===== src/rtl/square_game_pkg.sv =====
// Shared encodings and geometry constants for the square-chasing game.
package square_game_pkg;

    typedef enum logic [1:0] {
        ST_IDLE = 2'd0,
        ST_PLAY = 2'd1,
        ST_OVER = 2'd2
    } game_state_e;

    localparam int PLAYER_HALF    = 25;
    localparam int TARGET_HALF    = 30;
    localparam int CONTAIN_MARGIN = 5;
    localparam int SPAWN_OFFSET   = 30;
    localparam int RESET_X        = 320;
    localparam int RESET_Y        = 240;

endpackage


===== src/rtl/target_lfsr16.sv =====
// Free-running 16-bit Fibonacci LFSR (x^16+x^14+x^13+x^11+1) used for target placement.
module target_lfsr16 (
    input  logic        clk_25mHz,
    input  logic        reset,
    input  logic [15:0] seed,
    output logic [15:0] state
);

    logic fb;

    // Right-shifting form: taps 16,14,13,11 land on bits 0,2,3,5.
    assign fb = state[0] ^ state[2] ^ state[3] ^ state[5];

    always_ff @(posedge clk_25mHz or negedge reset) begin
        if (!reset) begin
            state <= seed;
        end else begin
            state <= {fb, state[15:1]};
        end
    end

endmodule


===== src/rtl/target_game_ctrl.sv =====
// Target game controller: frame-ticked dwell/score FSM with random respawn.
// Define TARGET_TIMEOUT_EN to enable the per-target timeout and life loss.
module target_game_ctrl
    import square_game_pkg::*;
#(
    parameter int          DWELL_FRAMES   = 30,
    parameter int          TIMEOUT_FRAMES = 300,
    parameter int          START_LIVES    = 3,
    parameter logic [15:0] LFSR_SEED      = 16'hACE1
) (
    input  logic        clk_25mHz,
    input  logic        reset,
    input  logic        screenEnd,
    input  logic        start_btn,
    input  logic [9:0]  player_x,
    input  logic [8:0]  player_y,
    output logic [31:0] target_x,
    output logic [31:0] target_y,
    output logic [31:0] game_state,
    output logic [31:0] lives,
    output logic [15:0] score
);

    if (DWELL_FRAMES < 1 || TIMEOUT_FRAMES < 1 || LFSR_SEED == 16'h0000) begin : g_param_check
        $error("target_game_ctrl: frame counts must be >= 1 and LFSR_SEED non-zero");
    end

    logic        screen_q, screen_q2;
    logic        btn_s1, btn_s2, btn_s3;
    logic        frame_tick, start_ev;
    logic [15:0] lfsr;
    game_state_e state;
    logic [9:0]  tx;
    logic [8:0]  ty;
    logic [31:0] lives_q;
    logic [15:0] score_q;
    logic [31:0] dwell, dwell_inc;
    logic [9:0]  spawn_x;
    logic [8:0]  spawn_y;
    logic signed [10:0] dx, dy;
    logic        contained, hit;
`ifdef TARGET_TIMEOUT_EN
    logic [31:0] timer, timer_inc;
    logic        timeout;
`endif

    function automatic logic within_margin(input logic signed [10:0] d);
        return (d <= $signed(11'(CONTAIN_MARGIN))) && (d >= -$signed(11'(CONTAIN_MARGIN)));
    endfunction

    function automatic logic [15:0] sat_inc16(input logic [15:0] v);
        return (v == 16'hFFFF) ? v : v + 16'd1;
    endfunction

    target_lfsr16 u_lfsr (
        .clk_25mHz (clk_25mHz),
        .reset     (reset),
        .seed      (LFSR_SEED),
        .state     (lfsr)
    );

    assign frame_tick = screen_q & ~screen_q2;
    assign start_ev   = btn_s2 & ~btn_s3;

    // Zero-extended 11-bit differences cannot wrap for 10/9-bit coordinates.
    assign dx        = $signed({1'b0, player_x}) - $signed({1'b0, tx});
    assign dy        = $signed({2'b0, player_y}) - $signed({2'b0, ty});
    assign contained = within_margin(dx) && within_margin(dy);
    assign dwell_inc = dwell + 32'd1;
    assign hit       = contained && (dwell_inc == 32'(DWELL_FRAMES));

    assign spawn_x = 10'(SPAWN_OFFSET) + {1'b0, lfsr[8:0]};
    assign spawn_y = 9'(SPAWN_OFFSET) + {1'b0, lfsr[15:8]} + {2'b0, lfsr[6:0]};

`ifdef TARGET_TIMEOUT_EN
    assign timer_inc = timer + 32'd1;
    assign timeout   = (timer_inc == 32'(TIMEOUT_FRAMES));
`endif

    always_ff @(posedge clk_25mHz or negedge reset) begin
        if (!reset) begin
            screen_q  <= 1'b0;
            screen_q2 <= 1'b0;
            btn_s1    <= 1'b0;
            btn_s2    <= 1'b0;
            btn_s3    <= 1'b0;
            state     <= ST_IDLE;
            tx        <= 10'(RESET_X);
            ty        <= 9'(RESET_Y);
            lives_q   <= '0;
            score_q   <= '0;
            dwell     <= '0;
`ifdef TARGET_TIMEOUT_EN
            timer     <= '0;
`endif
        end else begin
            screen_q  <= screenEnd;
            screen_q2 <= screen_q;
            btn_s1    <= start_btn;
            btn_s2    <= btn_s1;
            btn_s3    <= btn_s2;
            case (state)
                ST_IDLE: begin
                    if (start_ev) begin
                        state   <= ST_PLAY;
                        lives_q <= 32'(START_LIVES);
                        score_q <= '0;
                        dwell   <= '0;
`ifdef TARGET_TIMEOUT_EN
                        timer   <= '0;
`endif
                        tx      <= spawn_x;
                        ty      <= spawn_y;
                    end
                end
                ST_PLAY: begin
                    if (frame_tick) begin
                        // A hit on the same tick as a timeout takes priority.
                        if (hit) begin
                            score_q <= sat_inc16(score_q);
                            dwell   <= '0;
`ifdef TARGET_TIMEOUT_EN
                            timer   <= '0;
`endif
                            tx      <= spawn_x;
                            ty      <= spawn_y;
                        end else begin
                            dwell <= contained ? dwell_inc : '0;
`ifdef TARGET_TIMEOUT_EN
                            timer <= timer_inc;
                            if (timeout) begin
                                lives_q <= lives_q - 32'd1;
                                dwell   <= '0;
                                timer   <= '0;
                                tx      <= spawn_x;
                                ty      <= spawn_y;
                                if (lives_q == 32'd1) begin
                                    state <= ST_OVER;
                                end
                            end
`endif
                        end
                    end
                end
                ST_OVER: begin
                    if (start_ev) begin
                        state   <= ST_IDLE;
                        lives_q <= '0;
                    end
                end
                default: state <= ST_IDLE;
            endcase
        end
    end

    assign target_x   = {22'd0, tx};
    assign target_y   = {23'd0, ty};
    assign game_state = {30'd0, state};
    assign lives      = lives_q;
    assign score      = score_q;

endmodule

===== config.mk =====
export PLATFORM = sky130hd
export DESIGN_NAME = target_game_ctrl
export DESIGN_NICKNAME = d
export VERILOG_FILES = /design/src/rtl/square_game_pkg.sv /design/src/rtl/target_lfsr16.sv /design/src/rtl/target_game_ctrl.sv
export SDC_FILE = /design/constraint.sdc
export NUM_CORES = 1
export LEC_CHECK = 0
export BUFFER_PORTS_ARGS = -buffer_cell sky130_fd_sc_hd__buf_2
export CORE_ASPECT_RATIO = 0.75
export CORE_MARGIN = 5
export CORE_UTILIZATION = 55
export DETAILED_ROUTE_END_ITERATION = 7
export PLACE_DENSITY_LB_ADDON = 0.12
export SYNTH_ARGS = -nofsm -noshare
export SYNTH_HDL_FRONTEND = slang
export SYNTH_SLANG_ARGS = --single-unit
export TNS_END_PERCENT = 5

===== constraint.sdc =====
create_clock -name clk_25mHz -period 5.8 [get_ports clk_25mHz]
set_clock_uncertainty 0.15 [all_clocks]
set_input_delay 1.16 -clock clk_25mHz [delete_from_list [all_inputs] [get_ports clk_25mHz]]
set_output_delay 1.16 -clock clk_25mHz [all_outputs]
set_load 0.005 [all_outputs]

==> metrics.yaml, run 1 <==
outcome: "finished clean"
ir_worst_vdd_mv: 0.168
yosys.area_share.simple: 0.235
grt_usage: 0.216
cts-buffers-inserted: 9
grt_util_met3: 0.0393
ctsHtreeMaxLevel: 3
cts.clk_slew.worst_paths_ns: 0.07
relSlewSlack: 0.197
num_antenna_cells: 0
first_iter_violations: 514
busiest_layer: "met1"
grt_pass1_vias: 5571
core_area_mm2: 0.0124
rrSetupSlack_ns: 1.44
rsz0062_at_grt: "no"
drt-pass1-iter-count: 5
grt_use_met2: 0.320
fin_crit_ns: 4.49
placed_area_mm2: 0.00717
p_switching_mw: 0.372
final_cell_mix: "conb_1, nand2_1, dfrtp_1"
drive_gt1_frac: 0.145
io_pins: 167
end_kind: "flop"
cpPeakStageDelay_ns: 0.56
routed_wl_mm: 16.6
crit_chain: "buf_2, inv_1, ha_1, fa_1, nor2b_1, o311ai_1, a21oi_1, xor2_1, nand4_1, nor4_1, o22ai_1, buf_4, o21ai_4, mux2_2"
cp_max_fo: 21
met1_usage: 0.334
setup_viol_count_final: 0
die_w_um: 141
ys.flop_type: "dfrtp_1"
finalNetCount: 970
synthAdderAreaFrac: 0.0738
synth_top_area_cell: "dfrtp_1"
cap_violations: 0
post-route-period-util: 0.775
antenna_found_initial: 0
seqCellArea_mm2: 0.00227
row_count: 35
grt_max_degree: 53
avgSynthCellArea_um2: 8.30
seqPwrFrac: 0.443
clk_latency_ns: 0.34
tns_ns: 0
mostFrequentLayoutCell: "conb_1"
place_hpwl_mm: 12.8
yosysUniqueCellTypes: 68
synthCells: 854
hold_buffers: 0
tightest_slew_ns: 1.20
crit_path_end: "tx[0]"
ys.warnings.count: 0
cp_data_required_time_ns: 5.87
muxShareOfSynthArea: 0.0173
crit_slowest_cell: "o21ai_4"
power.leakage_nw: 3.64
crit_type: "input pin to flop"
cp-start-kind: "input pin"
r2r_start: "dwell[0]"
vias_per_cell: 5.58
rr_worst_depth: 12
finalInstanceArea_mm2: 0.00748
comb_power_share: 0.130
async_flop_share: 1.00
synth_xor_area_frac: 0.0334
power.share.switching: 0.255
ys_seq_area_frac: 0.320
arrival_ns: 4.57
place.gp.congestion: 0.927
root_buffer: "clkbuf_16"
power_density_mw_per_mm2: 195
hold_path_class: "flop to flop"
ctsResizeCount: 0
hold_viol_final: 0
ant_nets: 0
io_buffers: 60
synth_area_leaders: "dfrtp_1, buf_4, ha_1"
initial_core_util: 0.570
synth_compound_area_frac: 0.161
synthToLayoutAreaGrowth_pct: 5.58
fmax_ghz: 0.222
fill_cells: 1100
r2r-end: "dwell[22]"
netlist_area_mm2: 0.00709
synth_enable_flop_cells: 0
postCtsSetupBuffers: 0
vias: 6016
power_frac_clock: 0.427
grt_pass1_wl_mm: 27.3
clockBufferDepth: 2
synth_top_area_frac: 0.268
setup.worst_path.start: "player_x[0]"
synth_top_family_by_area: "simple AND/OR/NAND/NOR gates"
slew_viol_final: 0
tritoncts: "done"
drc_errors: 0
cts.sinks: 90
die_h_um: 108
grt_overflow_total: 0
dieArea_mm2: 0.0153
multiInputGateArea_mm2: 0.00410
route.detailed.wl_per_inst_um: 15.4
yosys_register_bits: 90
intPower_mw: 1.09
power by group through the flow:
stage | clock, mW | sequential (mW) | combinational [mW]
after floorplan | 0 | 0.657 | 0.177
after global placement | 0 | 0.657 | 0.178
after detailed placement | 0 | 0.658 | 0.184
after CTS | 0.634 | 0.646 | 0.185
after global routing | 0.655 | 0.648 | 0.214
final | 0.623 | 0.646 | 0.190
layer usage:
layer / routed length [um] / vias up
met5: 0 / -
met4: 163 / 0
met3: 1550 / 26
met2: 6800 / 320
met1: 8070 / 2792
li1: - / 2878
layout make-up:
type / instances / share of cell area
repair buffers: 71 / 0.0515
clock inverters: 5 / 0.0107
inverters: 56 / 0.0281
well taps: 166 / 0.0278
multi-input cells: 679 / 0.547
clock buffers: 11 / 0.0311
flip-flops and latches: 90 / 0.303
critical path: cells and delay by family:
family / cells / cell delay [ns]
fa+ha+maj: 2 / 0.62
compound gates: 4 / 1.16
xor+xnor: 1 / 0.18
buf+inv: 3 / 0.31
mux: 1 / 0.42
simple gates: 3 / 0.72
worst min path at each step:
stage | start | end | slack (ns) | cells past startpoint
finish | btn_s1 | btn_s2 | 0.21 | 0
global route | btn_s1 | btn_s2 | 0.22 | 0
CTS | btn_s1 | btn_s2 | 0.21 | 0
detailed placement | btn_s1 | btn_s2 | 0.20 | 0
global placement | btn_s1 | btn_s2 | 0.19 | 0
floorplan | btn_s1 | btn_s2 | 0.18 | 0
metrics by stage:
| step | setup slack, ns | power [mW] | hold slack, ns | utilization | cells |
|---|---|---|---|---|---|
| floorplan | 1.47 | 0.834 | 0.181 | - | 959 |
| global placement | 1.06 | 0.835 | 0.188 | 0.576 | 1062 |
| detailed placement | 1.04 | 0.842 | 0.197 | 0.576 | 1062 |
| CTS | 1.39 | 1.47 | 0.212 | 0.602 | 1078 |
| global route | 1.02 | 1.52 | 0.222 | 0.602 | 1078 |
| finish | 1.31 | 1.46 | 0.209 | 0.602 | 1078 |
cell families after synthesis:
family                     Yosys count
other                                1
adders and majority gates           40
buffers and inverters              190
and+or+nand+nor                    318
muxes                               11
DFF                                 90
AOI/OAI and AO/OA                  177
xor gates and xnor gates            27
sequential cells by signal, indices dropped and copies added, names as in the netlist:
name and cells:
u_lfsr.state 16, tx 10, screen_q2 1, score 16, btn_s1 1, btn_s2 1
screen_q 1, ty 9, btn_s3 1, dwell 32, lives 1, state 1
cells in the mapped netlist (all sizes together) (9+ instances only):
cell type	instances
a21o	16
a21oi	32
and2	13
buf	112
clkbuf	22
dfrtp	76
dfstp	14
ha	37
inv	56
nand2	85
nand2b	9
nand3	31
nand4	21
nor2	55
nor2b	9
nor3	26
o21a	12
o21ai	56
or2	13
or3	22
xnor2	16
xor2	11
(Power assumes the default switching activity.)
==> run 2, diff against run 1 <==
==> constraint.sdc (replaced) <==
create_clock -name clk_25mHz -period 4.3 [get_ports clk_25mHz]
set_clock_uncertainty 0.15 [all_clocks]
set_input_delay 0.86 -clock clk_25mHz [delete_from_list [all_inputs] [get_ports clk_25mHz]]
set_output_delay 0.86 -clock clk_25mHz [all_outputs]
set_load 0.005 [all_outputs]
==> run 2 against run 1 <==
Effect of this change:
- first-iteration DRC count is 4.7% higher
- hold slack worse by 0.0064 ns
- wire length up 1.7%
- sequential power grew 35%
- power grew 32%
==> metrics.yaml, run 2 (same netlist as run 1, synthesis figures left out) <==
drive_gt1_frac: 0.159  # +0.0138
vias: 6003  # -0.22%
cp_max_fo: 12  # -43%
route.detailed.wl_per_inst_um: 15.5  # +0.84%
cts-buffers-inserted: 9  # unchanged
final_cell_mix: "conb_1, nand2_1, dfrtp_1"
grt_pass1_vias: 5435  # -2.4%
tns_ns: 0  # unchanged
cpPeakStageDelay_ns: 0.64  # +0.08 ns
relSlewSlack: 0.170  # -0.0276
crit_type: "flop to flop"
io_buffers: 60  # unchanged
place_hpwl_mm: 12.8  # about the same
vias_per_cell: 5.52  # -1.0%
first_iter_violations: 538  # +4.7%
cts.clk_slew.worst_paths_ns: 0.07  # about the same
fmax_ghz: 0.246
io_pins: 167  # unchanged
whs_ns: 0.203  # -0.00637 ns
cp-start-kind: "flop"
row_count: 35  # unchanged
end_kind: "flop"
finalNetCount: 979  # +0.93%
grt_max_degree: 78  # +47%
antenna_found_initial: 0  # unchanged
grt_pass1_wl_mm: 27.3  # +0.18%
crit_chain: "ha_1, nand3_2, or2_2, or3_4, mux2i_1, nand2_1, or4_2, nor3_1, or3_1, buf_4, nor2_1, a211o_1"
fill_cells: 1104  # +0.36%
setup_viol_count_final: 0  # unchanged
routed_wl_mm: 16.9  # +1.7%
cap_violations: 0  # unchanged
clk_latency_ns: 0.34  # about the same
multiInputGateArea_mm2: 0.00412  # +0.52%
fin_crit_ns: 4.07
largest-register: "dwell"
initial_core_util: 0.570  # unchanged
root_buffer: "clkbuf_16"
num_antenna_cells: 0  # unchanged
crit_slowest_cell: "or4_2"
drt-pass1-iter-count: 5  # unchanged
cts.sinks: 90  # unchanged
outcome: "finished clean"
power_density_mw_per_mm2: 255  # +31%
ant_nets: 0  # unchanged
largest_reg_flops: 32  # unchanged
ir_worst_vdd_mv: 0.195  # +16%
grt_usage: 0.218  # +0.00177
seqCellArea_mm2: 0.00227  # unchanged
ctsResizeCount: 0  # unchanged
hold_buffers: 0  # unchanged
slew_viol_final: 0  # unchanged
die_h_um: 108  # unchanged
tightest_slew_ns: 1.25  # +0.0413 ns
tritoncts: "done"
rsz0062_at_grt: "yes"
cp_data_required_time_ns: 4.38  # -1.49 ns
mostFrequentLayoutCell: "conb_1"
synthToLayoutAreaGrowth_pct: 6.96
power.leakage_nw: 3.69  # +1.1%
postCtsSetupBuffers: 0  # unchanged
hold_viol_final: 0  # unchanged
grt_overflow_total: 0  # unchanged
clockBufferDepth: 2  # unchanged
core_area_mm2: 0.0124  # unchanged
fin_util: 0.609  # +0.00785
place.gp.congestion: 0.922  # -0.54%
arrival_ns: 4.15  # -0.42 ns
dieArea_mm2: 0.0153  # unchanged
hold_path_class: "flop to flop"
post-route-period-util: 0.947
die_w_um: 141  # unchanged
ctsHtreeMaxLevel: 3  # unchanged
drc_errors: 0  # unchanged
run 2: cell count changes in the layout (fill, tap and decap cells not counted), moves of 2 or more:
cell      change
nor4_1        -2
clkinv_4      +2
buf_4         +7
buf_12        +2
nor4_2        +2
run 2: final timing paths:
check / startpoint / to / slack, ns / depth (start not counted)
min: btn_s1 / btn_s2 / 0.20 / 0
max in group asynchronous: reset / dwell[16] / 2.71 / 2
min reg2reg: btn_s1 / btn_s2 / 0.20 / 0
max reg2reg: dwell[0] / dwell[22] / 0.23 / 12
max: dwell[0] / dwell[22] / 0.23 / 12
min in group asynchronous: reset / lives[0] / 0.53 / 1
run 2: final cells by class:
| type | count | area share |
|---|---|---|
| Inverter | 56 | 0.0277 |
| Sequential cell | 90 | 0.299 |
| Multi-Input combinational cell | 679 | 0.543 |
| Clock buffer | 10 | 0.0302 |
| Clock inverter | 6 | 0.00891 |
| Timing Repair Buffer | 80 | 0.0631 |
| Tap cell | 166 | 0.0274 |
run 2: critical path: cells and delay by family (launching register included):
family	cells	cell delay [ns]
AO/OA/AOI/OAI	1	0.26
adder cells (fa/ha/maj)	1	0.23
buffers and inverters	1	0.25
flip-flops	1	0.45
multiplexers	1	0.29
AND/OR/NAND/NOR	8	2.30
run 2: power breakdown:
part	switching [mW]	total (mW)	internal, mW
logic	0.161	0.258	0.0975
registers	0.0104	0.872	0.862
clock network	0.348	0.800	0.452
total	0.519	1.93	1.41
run 2: stage by stage:
stage          setup WS, ns  cells  instance area (um2)  power [mW]
6_report              0.228   1087                 7580        1.93
3_3_place_gp         -0.125   1071                 7260        1.14
2_1_floorplan         0.270    959                 7480        1.13
3_5_place_dp         -0.284   1071                 7260        1.14
4_1_cts              0.0624   1087                 7560        1.94
5_1_grt             -0.0293   1087                 7580        2.01
run 2: layer usage:
layer  wire length [um]  vias to the layer above  GRT usage
li1                   -                     2898          -
met1               8290                     2776      0.344
met2               6730                      306      0.299
met3               1620                       23     0.0486
met4                221                        0     0.0491
met5                  0                        -          0
